<file path="src/rtl/lc_ctrl_pkg.sv">
// rtl/lc_ctrl_pkg.sv - shared types and constants for the life-cycle transition controller
package lc_ctrl_pkg;

  localparam int unsigned STATE_W     = 6;
  localparam int unsigned NUM_TARGETS = 5;

  typedef enum logic [2:0] {
    ST_IDLE,
    ST_CHECK,
    ST_PROG,
    ST_DONE,
    ST_ERROR
  } lc_fsm_e;

  typedef enum logic [1:0] {
    ERR_NONE         = 2'd0,
    ERR_NOT_IN_TABLE = 2'd1,
    ERR_NOT_INCR     = 2'd2,
    ERR_TIMEOUT      = 2'd3
  } err_code_e;

  // Entry k of the table sits in bits [k*STATE_W +: STATE_W].
  typedef logic [NUM_TARGETS-1:0][STATE_W-1:0] ext_dec_lc_state_t;

  localparam ext_dec_lc_state_t DEFAULT_TARGETS = {6'h04, 6'h03, 6'h02, 6'h01, 6'h00};

endpackage

</file>
<file path="src/rtl/lc_transition_ctrl.sv">
// rtl/lc_transition_ctrl.sv - life-cycle transition sequencer: table scan, program handshake, commit/error
//   clk_i, rst_i        : clock, synchronous active-high reset
//   allowed_targets_i   : packed legal-target table, held static while busy
//   req_valid_i/_ready_o: transition request handshake, req_target_i is the requested state
//   prog_valid_o/ack_i  : program handshake to the state datapath, prog_state_o is the target
//   cur_state_o         : committed current state
//   done_o/error_o      : one-cycle completion pulses, err_code_o holds the last failure reason
module lc_transition_ctrl #(
  parameter int unsigned NUM_TARGETS = 5,
  parameter int unsigned STATE_W     = 6,
  parameter int unsigned WAIT_MAX    = 8
) (
  input  logic                           clk_i,
  input  logic                           rst_i,
  input  logic [NUM_TARGETS*STATE_W-1:0] allowed_targets_i,
  input  logic                           req_valid_i,
  input  logic [STATE_W-1:0]             req_target_i,
  output logic                           req_ready_o,
  output logic                           prog_valid_o,
  output logic [STATE_W-1:0]             prog_state_o,
  input  logic                           prog_ack_i,
  output logic [STATE_W-1:0]             cur_state_o,
  output logic                           done_o,
  output logic                           error_o,
  output logic [1:0]                     err_code_o
);
  import lc_ctrl_pkg::*;

  localparam int unsigned IDX_W = $clog2(NUM_TARGETS + 1);
  localparam int unsigned CNT_W = $clog2(WAIT_MAX + 1);

  lc_fsm_e            state_q;
  logic [STATE_W-1:0] tgt_q;
  logic [STATE_W-1:0] cur_q;
  logic [IDX_W-1:0]   idx_q;
  logic [CNT_W-1:0]   cnt_q;
  err_code_e          err_q;
  logic [STATE_W-1:0] entry;

  assign entry        = allowed_targets_i[idx_q*STATE_W +: STATE_W];
  assign req_ready_o  = (state_q == ST_IDLE);
  assign prog_state_o = tgt_q;
  assign cur_state_o  = cur_q;
  assign err_code_o   = err_q;

  always_ff @(posedge clk_i) begin
    if (rst_i) begin
      state_q      <= ST_IDLE;
      tgt_q        <= '0;
      cur_q        <= '0;
      idx_q        <= '0;
      cnt_q        <= '0;
      err_q        <= ERR_NONE;
      prog_valid_o <= 1'b0;
      done_o       <= 1'b0;
      error_o      <= 1'b0;
    end else begin
      done_o  <= 1'b0;
      error_o <= 1'b0;
      case (state_q)
        ST_IDLE: begin
          if (req_valid_i) begin
            tgt_q   <= req_target_i;
            idx_q   <= '0;
            err_q   <= ERR_NONE;
            state_q <= ST_CHECK;
          end
        end
        ST_CHECK: begin
          // First matching entry decides; later duplicates are never reached.
          if (entry == tgt_q) begin
            if (tgt_q > cur_q) begin
              cnt_q        <= '0;
              prog_valid_o <= 1'b1;
              state_q      <= ST_PROG;
            end else begin
              err_q   <= ERR_NOT_INCR;
              error_o <= 1'b1;
              state_q <= ST_ERROR;
            end
          end else if (idx_q == IDX_W'(NUM_TARGETS - 1)) begin
            err_q   <= ERR_NOT_IN_TABLE;
            error_o <= 1'b1;
            state_q <= ST_ERROR;
          end else begin
            idx_q <= idx_q + IDX_W'(1);
          end
        end
        ST_PROG: begin
          // Ack is tested before the timeout so an ack in the last cycle still commits.
          if (prog_ack_i) begin
            cur_q        <= tgt_q;
            prog_valid_o <= 1'b0;
            done_o       <= 1'b1;
            state_q      <= ST_DONE;
          end else if (cnt_q == CNT_W'(WAIT_MAX - 1)) begin
            prog_valid_o <= 1'b0;
            err_q        <= ERR_TIMEOUT;
            error_o      <= 1'b1;
            state_q      <= ST_ERROR;
          end else begin
            cnt_q <= cnt_q + CNT_W'(1);
          end
        end
        ST_DONE:  state_q <= ST_IDLE;
        ST_ERROR: state_q <= ST_IDLE;
        default:  state_q <= ST_IDLE;
      endcase
    end
  end

endmodule

</file>
<file path="config.mk">
export PLATFORM = sky130hd
export DESIGN_NAME = lc_transition_ctrl
export DESIGN_NICKNAME = d
export VERILOG_FILES = /design/src/rtl/lc_ctrl_pkg.sv /design/src/rtl/lc_transition_ctrl.sv
export SDC_FILE = /design/constraint.sdc
export NUM_CORES = 1
export LEC_CHECK = 0
export ABC_AREA = 1
export ABC_CLOCK_PERIOD_IN_PS = 2600
export BUFFER_PORTS_ARGS = -buffer_cell sky130_fd_sc_hd__buf_2
export CAP_MARGIN = 40
export CORE_MARGIN = 5
export CORE_UTILIZATION = 40
export CTS_CLUSTER_DIAMETER = 100
export DETAILED_ROUTE_END_ITERATION = 6
export HOLD_SLACK_MARGIN = 0.05
export PLACE_DENSITY_LB_ADDON = 0.08
export SLEW_MARGIN = 20
export SYNTH_ARGS = -nofsm -noshare
export SYNTH_HDL_FRONTEND = slang
export SYNTH_SLANG_ARGS = --single-unit
</file>
<file path="constraint.sdc">
create_clock -name clk_i -period 2.6 [get_ports clk_i]
set_clock_uncertainty 0.05 [all_clocks]
set_input_delay 0.26 -clock clk_i [delete_from_list [all_inputs] [get_ports clk_i]]
set_output_delay 0.26 -clock clk_i [all_outputs]
set_load 0.01 [all_outputs]
</file>
* Word-level counts from Yosys, hierarchy flattened *
Index checks and enable logic that the tools add are counted.

storage, ports and cells
  input port bits = 40
  register bits after elaboration = 27

cells by class
  $mul = 1
  bitwise operators = 1
  mux-type cells = 35
  magnitude comparators = 1
  equal/unequal tests = 16
  add/sub/neg operators = 2
  shifts and indexed selects = 1
  reductions and logical operators = 12

operators by type and width
  kind                                                 count
  indexed part select 30 x 7 -> 6 bit                  1
  two-way mux 3 bit                                    9
  two-way mux 4 bit                                    4
  != test 2 bit, second input constant                 8
  two-way mux 2 bit                                    6
  two-way mux 1 bit                                    10
  != test 3 bit, second input constant                 3
  one-hot mux 3 bit (3 select lines)                   1
  one-hot mux 4 bit (2 select lines)                   1
  AND reduction 4 bit                                  2
  equality test 6 bit                                  1
  > comparator 6 bit                                   1
  one-hot mux 2 bit (3 select lines)                   1
  one-hot mux 3 bit (2 select lines)                   1
  AND reduction 6 bit                                  1
  multiplier 3 x 2 -> 5 bit, second input constant     1
  AND reduction 5 bit                                  1
  adder 4 x 1 -> 4 bit, second input constant          1
  equality test 4 x 3 -> 1 bit, second input constant  1
  one-hot mux 1 bit (2 select lines)                   2
  AND reduction 2 bit                                  2
  nonzero test 2 bit                                   2
  adder 3 x 1 -> 3 bit, second input constant          1
  equality test 3 x 1 -> 1 bit, second input constant  1
  7 further kinds                                      7

* Logic depth before layout (Yosys ltp) *
Gate-level depths: netlist of the first run.

  depth after elaboration = 5
  gate-level depth with buffers = 17

* Worst setup path after synthesis of the first run *
OpenSTA, ideal clock, no wires.

  kind = register to register
  from = register cur_q[5] (netlist: cur_state_o[5])
  to = register cnt_q[3]
  arrival = 1.800 ns
  setup slack = 0.635 ns
  cell stages (with the launch flop) = 13
  buffers on the path = 0
  library setup time = 0.115 ns
  cell sequence = dfxtp_1 inv_1 ha_1 nand2_1 nor2_1 o21ai_0 a31oi_1 nand2_1 a21oi_1 nand2_4 nor2_2 xnor2_1 nor2_1

on the way
  cells in the longest elaborated chain, start to end = 3

ends and longest elaborated chain
  item                                  RTL line                   RTL
  from (decl)                           lc_transition_ctrl.sv:34   logic [STATE_W-1:0] cur_q;
  from (signal assigned)                lc_transition_ctrl.sv:92   cur_q <= tgt_q;
  > comparator 6 bit                    lc_transition_ctrl.sv:72   if (tgt_q > cur_q) begin
  != test 2 bit (no source line)        --
  AND reduction 5 bit (no source line)  --
  to (signal assigned)                  lc_transition_ctrl.sv:102  cnt_q <= cnt_q + CNT_W'(1);
  to (decl)                             lc_transition_ctrl.sv:36   logic [CNT_W-1:0] cnt_q;

Every way passes these cells.
A chain may end at the register's enable or synchronous reset.

* Worst setup path in the final report of the first run *
Ends and elaborated chain as after synthesis.

==> flow_metrics.tcl, run 1 <==
set metrics [dict create \
    status "finished, final reports clean" \
    synth_xor_area_frac 0.01497 \
    cellPowerDensity_nw_per_um2 822.0 \
    min_period_ns 2.185 \
    cts_setup_buffers 0 \
    ys_seq_elements 27 \
    grt_antenna_before_repair 0 \
    synth_top_family_by_area "simple AND/OR/NAND/NOR gates" \
    netlist_instances 266 \
    grt_pass1_vias 1774 \
    die_h_um 76.25 \
    max_freq_mhz 457.7 \
    coreArea_um2 4294 \
    placedCellCount 371 \
    instances_no_fill 375 \
    p_leak_nw 1.122 \
    syn_area_um2 1755 \
    regArea_um2 540.5 \
    clk_latency_ns 0.28 \
    placed_cell_area_um2 2090 \
    cts_tree "built" \
    cts_root_buf "clkbuf_8" \
    routed-via-count 1820 \
    final_common_cell "nand2_1" \
    cpPeakStageDelay_ns 0.37 \
    hold_viol_final 0 \
    cp.required_ns 2.73 \
    hpwlAfterDp_mm 3.679 \
    drtIter0Drc 70 \
    ys_seq_area_frac 0.3079 \
    slew_viol_final 0 \
    tightest_slew_ns 0.5276 \
    max_slew_margin 0.6479 \
    layout_common_cells "nand2_1, buf_2, inv_1, nand3_1, dfxtp_1" \
    cts_hold_buf 0 \
    setup_viol 0 \
    drc 0 \
    dieArea_um2 5813 \
    cts.clk_slew.worst_paths_ns 0.09 \
    grt_overflow 0 \
    vias_per_cell 4.853 \
    cp.arrival_ns 2.31 \
    crit_slowest_cell "dfxtp_1" \
    clock_sinks 27 \
    path_class "flip-flop to flip-flop" \
    wl_per_cell_um 11.94 \
    synth_cell_type_count 30 \
    cts_buffers 3 \
    cts-htree-levels 1 \
    nNetsFinal 373 \
    clk_path_buf_depth 2 \
    peakVddDrop_uv 336.6 \
    dieWidth_um 76.25 \
    worstPathCellList "inv_1 -> ha_1 -> nand2_1 -> nor2_1 -> o21ai_0 -> a31oi_1 -> nand2_1 -> a21oi_1 -> nand2_4 -> nor2_2 -> xnor2_1 -> nor2_1" \
    syn_avg_cell_area_um2 6.599 \
    synth-async-reset-ratio 0 \
    critPathLaunchType "flip-flop" \
    grt_pass1_wl_mm 7.824 \
    diodes 0 \
    rsz0062_at_grt "no" \
    track_usage 0.1573 \
    cts-resized-gates 0 \
    firstDrtPassIters 4 \
    synth_edf_count 0 \
    maxCapViolations 0 \
    yosys.area_share.simple 0.3934 \
    critical_path.max_fanout 4 \
    muxShareOfSynthArea 0 \
    multi_input_area_um2 1052 \
    fin_crit_sh 0.8404 \
    port_buffers 57 \
    fill_cells 439 \
    ant_nets 0 \
    synth_compound_area_frac 0.1269 \
    io-pin-count 58 \
    synthAdderAreaFrac 0.06415 \
    hp-class "input port to flip-flop" \
    end_kind "flip-flop" \
    start_util 0.4088 \
    finalInstanceArea_um2 2136 \
    yosysWarnings 0 \
    std_cell_rows 24 \
    drt_wl_total_mm 4.476 \
    yosys_most_used_dff "dfxtp_1" \
    areaGrowthSynthToFinish_pct 21.67 \
    drive_gt1_frac 0.2601 \
    tns_ns 0 \
    synth_nets 315 \
    finalWeightedCongestion 0.7773 \
    grt_max_degree 20 \
]
-- registers in the layout, summed over array words and instances (netlist names) --
signal,count
prog_valid_o,1
prog_state_o,6
err_code_o,2
error_o,1
idx_q,3
done_o,1
cnt_q,4
cur_state_o,6
state_q,3
-- routing by layer --
| layer | vias to the layer above | track usage | wire length [µm] |
|---|---|---|---|
| met5 | - | 0 | 0 |
| met4 | 0 | 0.03846 | 51 |
| met3 | 5 | 0.04019 | 306 |
| met2 | 46 | 0.2449 | 1964 |
| met1 | 797 | 0.2166 | 2153 |
| li1 | 972 | - | - |
-- power breakdown --
group | total (mW) | leakage, nW | switching, mW | internal, mW
Clock | 0.242 | 0.0255 | 0.134 | 0.108
Combinational | 0.948 | 0.876 | 0.601 | 0.347
Sequential | 0.566 | 0.220 | 0.0771 | 0.489
-- final timing paths --
kind / start / endpoint / slack, ns / depth (start not counted)
max: cur_state_o[5]$_SDFFE_PP0P_ / cnt_q[3]$_SDFFE_PP0P_ / 0.41 / 12
min reg2reg: err_code_o[1]$_SDFFE_PP0P_ / err_code_o[1]$_SDFFE_PP0P_ / 0.43 / 2
max reg2reg: cur_state_o[5]$_SDFFE_PP0P_ / cnt_q[3]$_SDFFE_PP0P_ / 0.41 / 12
min: req_target_i[1] / prog_state_o[1]$_SDFFE_PP0P_ / 0.20 / 3
-- synthesized netlist by cell type, types with 3 or more instances --
cell	instances	share of area
a21oi_1	21	0.060
nand3_2	5	0.029
nand3_1	29	0.083
nand2_1	72	0.15
o21ai_0	17	0.048
dfxtp_1	27	0.31
nor3_1	3	0.0086
nand2_2	4	0.014
inv_1	31	0.066
clkbuf_1	4	0.0086
nor2_1	20	0.043
ha_1	9	0.064
-- cells by family (layout without fill, tap and decap cells) --
logic type | Yosys count | after routing
AOI/OAI and AO/OA | 43 | 43
buffers and inverters | 40 | 97
DFF | 27 | 27
and+or+nand+nor | 144 | 144
xor gates and xnor gates | 3 | 3
adders and majority gates | 9 | 9
-- worst max-delay path, delay by kind of cell, from the launching register on --
family	cells	cell delay [ns]
compound gates	3	0.68
xor+xnor	1	0.11
fa+ha+maj	1	0.29
buf+inv	1	0.06
flops	1	0.37
simple gates	6	0.52
-- layout make-up --
type / instances / area share
clock buffers: 3 / 0.01933
well taps: 52 / 0.03046
clock inverters: 1 / 0.002343
flip-flops and latches: 27 / 0.2531
multi-input cells: 199 / 0.4927
repair buffers: 60 / 0.1441
inverters: 33 / 0.05800
-- per-stage QoR --
stage | utilization | power [mW] | worst slack (ns) | hold WS [ns]
after global routing | 0.4974 | 1.950 | 0.1798 | 0.2101
after CTS | 0.4974 | 1.782 | 0.3956 | 0.1999
after floorplan | - | 1.301 | 0.6349 | 0.4009
after detailed placement | 0.4866 | 1.534 | 0.4014 | 0.4162
final | 0.4974 | 1.756 | 0.4149 | 0.2046
after global placement | 0.4866 | 1.523 | 0.4223 | 0.4239
Power figures use the tool's default switching activity.
==> run 2, diff against run 1 <==
--- a/config.mk
+++ b/config.mk
@@ -6,7 +6,7 @@
 export NUM_CORES = 1
 export LEC_CHECK = 0
 export ABC_AREA = 1
-export ABC_CLOCK_PERIOD_IN_PS = 2600
+export ABC_CLOCK_PERIOD_IN_PS = 1790
 export BUFFER_PORTS_ARGS = -buffer_cell sky130_fd_sc_hd__buf_2
 export CAP_MARGIN = 40
 export CORE_MARGIN = 5
==> constraint.sdc (replaced) <==
create_clock -name clk_i -period 1.79 [get_ports clk_i]
set_clock_uncertainty 0.05 [all_clocks]
set_input_delay 0.179 -clock clk_i [delete_from_list [all_inputs] [get_ports clk_i]]
set_output_delay 0.179 -clock clk_i [all_outputs]
set_load 0.01 [all_outputs]
==> run 2 against run 1 <==
  * The run now ends with setup timing left
  * Flip-flop and latch count unchanged
  * Die area unchanged
  * Hold slack got worse by 0.082 ns
  * Worst setup slack worse by 0.56 ns
  * Largest power group unchanged
  * Global-route usage up 0.84 points
  * Highest routed layer unchanged
  * Sequential share of layout area down 4.2 points
  * Via count is 6.6% higher
  * Core utilization increased by 12 points
  * Clock-buffer cell count unchanged
  * Combinational power up 98%
  * Wire length up 16%
==> flow_metrics.tcl, run 2 (synthesized netlist as in run 1, its figures left out) <==
set metrics [dict create \
    placed_cell_area_um2 2267 \
    hold_viol_final 0 \
    violations "setup timing" \
    r2r_slack_ns -0.15 \
    cts-htree-levels 1 \
    worstRegToRegCells 12 \
    timing.rr.start "cur_state_o[5]$_SDFFE_PP0P_" \
    cp.depth 12 \
    finalInstanceArea_um2 2634 \
    cpPeakStageDelay_ns 0.35 \
    drive_gt1_frac 0.4915 \
    cts_root_buf "clkbuf_8" \
    r2r-end "cnt_q[3]$_SDFFE_PP0P_" \
    peakVddDrop_uv 630.6 \
    p_leak_nw 1.339 \
    tns_ns -0.6583 \
    dieArea_um2 5813 \
    tightest_slew_ns 0.4083 \
    min_period_ns 1.939 \
    cp-startpoint "cur_state_o[5]$_SDFFE_PP0P_" \
    cellPowerDensity_nw_per_um2 1166 \
    port_buffers 57 \
    firstDrtPassIters 4 \
    grt_overflow 0 \
    rsz0062_at_grt "yes" \
    coreArea_um2 4294 \
    grt_pass1_vias 1791 \
    crit_family "simple AND/OR/NAND/NOR gates" \
    end_kind "flip-flop" \
    cp.required_ns 1.93 \
    path_class "flip-flop to flip-flop" \
    track_usage 0.1657 \
    crit_buf_inv 1 \
    cp.arrival_ns 2.08 \
    vias_per_cell 4.802 \
    setup_ws_ns -0.1488 \
    max_freq_mhz 515.8 \
    io-pin-count 58 \
    setup_viol 10 \
    fin_crit_sh 1.083 \
    critical_path.max_fanout 4 \
    std_cell_rows 24 \
    drc 0 \
    clock_sinks 27 \
    max_slew_margin 0.7275 \
    worstPathCellList "inv_2 -> ha_4 -> nand2_4 -> nor2_4 -> o21ai_2 -> a31oi_2 -> nand2_1 -> a21oi_2 -> nand2_4 -> nor2_4 -> xnor2_2 -> nor2_1" \
    slew_viol_final 0 \
    placedCellCount 393 \
    nNetsFinal 402 \
    final_common_cell "nand2_1" \
    cts_hold_buf 0 \
    areaGrowthSynthToFinish_pct 50.04 \
    clk_path_buf_depth 2 \
    cts_tree "built" \
    cts.clk_slew.worst_paths_ns 0.11 \
    drtIter0Drc 54 \
    layout_common_cells "nand2_1, buf_2, buf_4, inv_1, nor2_1" \
    wl_per_cell_um 12.88 \
    cts_buffers 3 \
    hpwlAfterDp_mm 3.872 \
    finalWeightedCongestion 0.8104 \
    grt_antenna_before_repair 0 \
    clk_latency_ns 0.28 \
    dieWidth_um 76.25 \
    instances_no_fill 404 \
    crit_path_end "cnt_q[3]$_SDFFE_PP0P_" \
    crit_slowest_cell "dfxtp_2" \
    die_h_um 76.25 \
    start_util 0.4088 \
    ant_nets 0 \
    post-place-ws_ns -0.1689 \
    drt_wl_total_mm 5.204 \
    diodes 0 \
    hp-class "input port to flip-flop" \
    status "complete, but fails checks" \
    grt_pass1_wl_mm 8.107 \
    critPathLaunchType "flip-flop" \
    final_util 0.6133 \
    routed-via-count 1940 \
    maxCapViolations 0 \
    grt_max_degree 18 \
]
## run 2: per-layer routing
metal / wire (µm) / part of all wire / GRT usage / vias to the layer above
met5: 0 / 0 / 0 / -
met4: 51 / 0.0098 / 0.02797 / 0
met3: 226 / 0.043 / 0.04374 / 4
met2: 2393 / 0.46 / 0.2620 / 40
met1: 2533 / 0.49 / 0.2290 / 859
li1: - / - / - / 1037
## run 2: final cells by class
class / count / area, µm²
well taps: 52 / 65.06
fillers: 430 / 1660
multi-input cells: 199 / 1291
clock buffers: 3 / 41.29
repair buffers: 89 / 540.5
inverters: 33 / 131.4
clock inverters: 1 / 8.758
flip-flops and latches: 27 / 555.5
## run 2: power by group
part / internal, mW / switching (mW)
Combinational: 0.786 / 1.09
Clock: 0.164 / 0.210
Sequential: 0.718 / 0.101
Total: 1.67 / 1.40
## run 2: metrics by stage
stage	hold slack (ns)	power, mW
floorplan	0.3198	1.896
global placement	0.4052	2.362
detailed placement	0.4072	2.377
CTS	0.1183	2.842
global route	0.1314	3.341
finish	0.1231	3.072
## run 2: timing repair
action,in CTS,in global routing
setup buffers,2,4
pin swaps,13,33
gates cloned,0,1
setup endpoints to repair,14,14
resized for setup,22,50
## run 2: how the worst min path moves through the flow
stage	start	end	slack, ns	cells after the start
final	req_target_i[4]	prog_state_o[4]$_SDFFE_PP0P_	0.12	3
after global routing	req_target_i[5]	prog_state_o[5]$_SDFFE_PP0P_	0.13	3
after CTS	req_target_i[1]	prog_state_o[1]$_SDFFE_PP0P_	0.12	3
after detailed placement	prog_valid_o$_SDFFE_PP0P_	prog_valid_o$_SDFFE_PP0P_	0.41	2
after global placement	prog_valid_o$_SDFFE_PP0P_	prog_valid_o$_SDFFE_PP0P_	0.41	2
after floorplan	req_target_i[0]	prog_state_o[0]$_SDFFE_PP0P_	0.32	2
## run 2: tightest hold or removal path, delay by kind of cell
family | cells | cell delay (ns)
AO/OA/AOI/OAI | 2 | 0.17
buffers and inverters | 1 | 0.07
==> run 3, diff against run 2 <==
--- a/config.mk
+++ b/config.mk
@@ -7,12 +7,13 @@
 export LEC_CHECK = 0
 export ABC_AREA = 1
 export ABC_CLOCK_PERIOD_IN_PS = 1790
-export BUFFER_PORTS_ARGS = -buffer_cell sky130_fd_sc_hd__buf_2
 export CAP_MARGIN = 40
 export CORE_MARGIN = 5
 export CORE_UTILIZATION = 40
+export CTS_BUF_LIST = sky130_fd_sc_hd__clkbuf_8
 export CTS_CLUSTER_DIAMETER = 100
 export DETAILED_ROUTE_END_ITERATION = 6
+export DONT_BUFFER_PORTS = 1
 export HOLD_SLACK_MARGIN = 0.05
 export PLACE_DENSITY_LB_ADDON = 0.08
 export SLEW_MARGIN = 20
==> run 3 against run 2 <==
  * The flow still finishes with violations (setup timing)
  * Die area is the same
  * Register-to-register slack better by 0.03 ns
  * Design area is 11% lower
  * Sequential share of layout area is 2.7 points higher
  * Critical path depth up 1
  * Non-clock buffer count shrank 55
  * Combinational power fell by 6%
  * Clock power about the same
  * Largest cell class unchanged
  * Core utilization down 7.0 points
  * Clock-buffer cell count did not move
  * Hold slack lost 0.060 ns
  * Sequential power grew 1%
==> flow_metrics.tcl, run 3 (synthesized netlist as in run 1, its figures left out) <==
set metrics [dict create \
    status "complete, but fails checks" \
    violations "setup timing" \
    clk_latency_ns 0.28 \
    cts_tree "built" \
    hold_viol_final 0 \
    placed_cell_area_um2 1982 \
    post-place-ws_ns -0.2208 \
    port_buffers 0 \
    cp.required_ns 1.92 \
    hp-class "input port to flip-flop" \
    drtIter0Drc 54 \
    rsz0062_at_grt "yes" \
    start_util 0.4088 \
    p_comb_frac 0.596 \
    routed-via-count 1767 \
    peakVddDrop_uv 662.8 \
    cts_root_buf "clkbuf_8" \
    final_common_cell "nand2_1" \
    placedCellCount 336 \
    instances_no_fill 349 \
    fill_cells 448 \
    whs_ns 0.06347 \
    layout_common_cells "nand2_1, buf_4, nand3_1, inv_1" \
    vias_per_cell 5.063 \
    tns_ns -0.7940 \
    clk_path_buf_depth 2 \
    final_util 0.5437 \
    hpwlAfterDp_mm 3.741 \
    slew_viol_final 0 \
    power.internal_mw 1.583 \
    clock_sinks 27 \
    grt_overflow 0 \
    cts_buffers 3 \
    crit_buf_inv 2 \
    drc 0 \
    path_class "flip-flop to flip-flop" \
    cp.arrival_ns 2.04 \
    end_kind "flip-flop" \
    firstDrtPassIters 6 \
    p_leak_nw 1.079 \
    nNetsFinal 347 \
    grt_max_degree 20 \
    setup_ws_ns -0.1199 \
    min_period_ns 1.910 \
    clkPwrFrac 0.125 \
    cpPeakStageDelay_ns 0.35 \
    finalInstanceArea_um2 2335 \
    ant_nets 0 \
    areaGrowthSynthToFinish_pct 33.00 \
    crit_family "simple AND/OR/NAND/NOR gates" \
    wl_per_cell_um 14.12 \
    cellPowerDensity_nw_per_um2 1272 \
    worstRegToRegCells 13 \
    max_slew_margin 0.5887 \
    maxCapViolations 0 \
    max_freq_mhz 523.6 \
    netSwitchingFraction 0.4671 \
    tightest_slew_ns 0.6163 \
    critical_path.max_fanout 4 \
    cp.depth 13 \
    std_cell_rows 24 \
    crit_slowest_cell "dfxtp_2" \
    dieArea_um2 5813 \
    p_sw_mw 1.387 \
    io-pin-count 58 \
    grt_pass1_wl_mm 7.790 \
    hold_depth 2 \
    finalPower_mw 2.970 \
    cts-htree-levels 1 \
    grt_pass1_vias 1646 \
    track_usage 0.1605 \
    setup_viol 12 \
    die_h_um 76.25 \
    critPathLaunchType "flip-flop" \
    finalWeightedCongestion 0.8335 \
    coreArea_um2 4294 \
    drt_wl_total_mm 4.928 \
    diodes 0 \
    grt_antenna_before_repair 0 \
    dieWidth_um 76.25 \
    fin_crit_sh 1.067 \
    cts.clk_slew.worst_paths_ns 0.10 \
    seq_power_share 0.279 \
    worstPathCellList "inv_2 -> ha_4 -> nand2_2 -> nor2_4 -> and3_1 -> a31oi_1 -> buf_4 -> nand4_1 -> nand3_2 -> nor2_4 -> nand2_1 -> nand2_1 -> nor2_1" \
    drive_gt1_frac 0.3603 \
]
run 3: changes by cell type in the layout (fill, tap and decap cells not counted), sizes merged:
cell / before / now
buf: 89 / 31
dlygate4sd3: 0 / 3
run 3: final timing paths:
kind                               startpoint                           end  slack [ns]
hold reg to reg         cnt_q[0]$_SDFFE_PP0P_         cnt_q[0]$_SDFFE_PP0P_        0.46
setup reg to reg  cur_state_o[3]$_SDFFE_PP0P_    err_code_o[0]$_SDFFE_PP0P_       -0.12
setup / recovery  cur_state_o[3]$_SDFFE_PP0P_    err_code_o[0]$_SDFFE_PP0P_       -0.12
hold / removal                req_target_i[4]  prog_state_o[4]$_SDFFE_PP0P_        0.06
run 3: layer usage:
| layer | part of all wire | global-route usage |
|---|---|---|
| met1 | 0.45 | 0.2173 |
| met2 | 0.47 | 0.2474 |
| met3 | 0.069 | 0.05910 |
| met4 | 0.0061 | 0.02622 |
| met5 | 0 | 0 |
run 3: cell type report:
cell class | count | area, µm² | share of cell area
Clock inverter | 1 | 8.758 | 0.003751
Clock buffer | 3 | 41.29 | 0.01768
Timing Repair Buffer | 34 | 274.0 | 0.1174
Multi-Input combinational cell | 199 | 1261 | 0.5402
Sequential cell | 27 | 555.5 | 0.2379
Tap cell | 52 | 65.06 | 0.02787
Inverter | 33 | 128.9 | 0.05520
run 3: power by group through the flow:
stage,Combinational (mW),Sequential [mW],Clock (mW)
global placement,1.44,0.823,0
CTS,1.68,0.831,0.386
floorplan,1.06,0.834,0
global route,1.98,0.841,0.409
detailed placement,1.46,0.822,0
finish,1.77,0.830,0.370
run 3: repair_timing:
action | in CTS | in global routing
gates resized for setup | 43 | 21
buffers inserted | 4 | 3
pin swaps | 25 | 14
hold endpoints to repair | 9 | 0
setup endpoints to repair | 14 | 14
hold buffers | 3 | 0
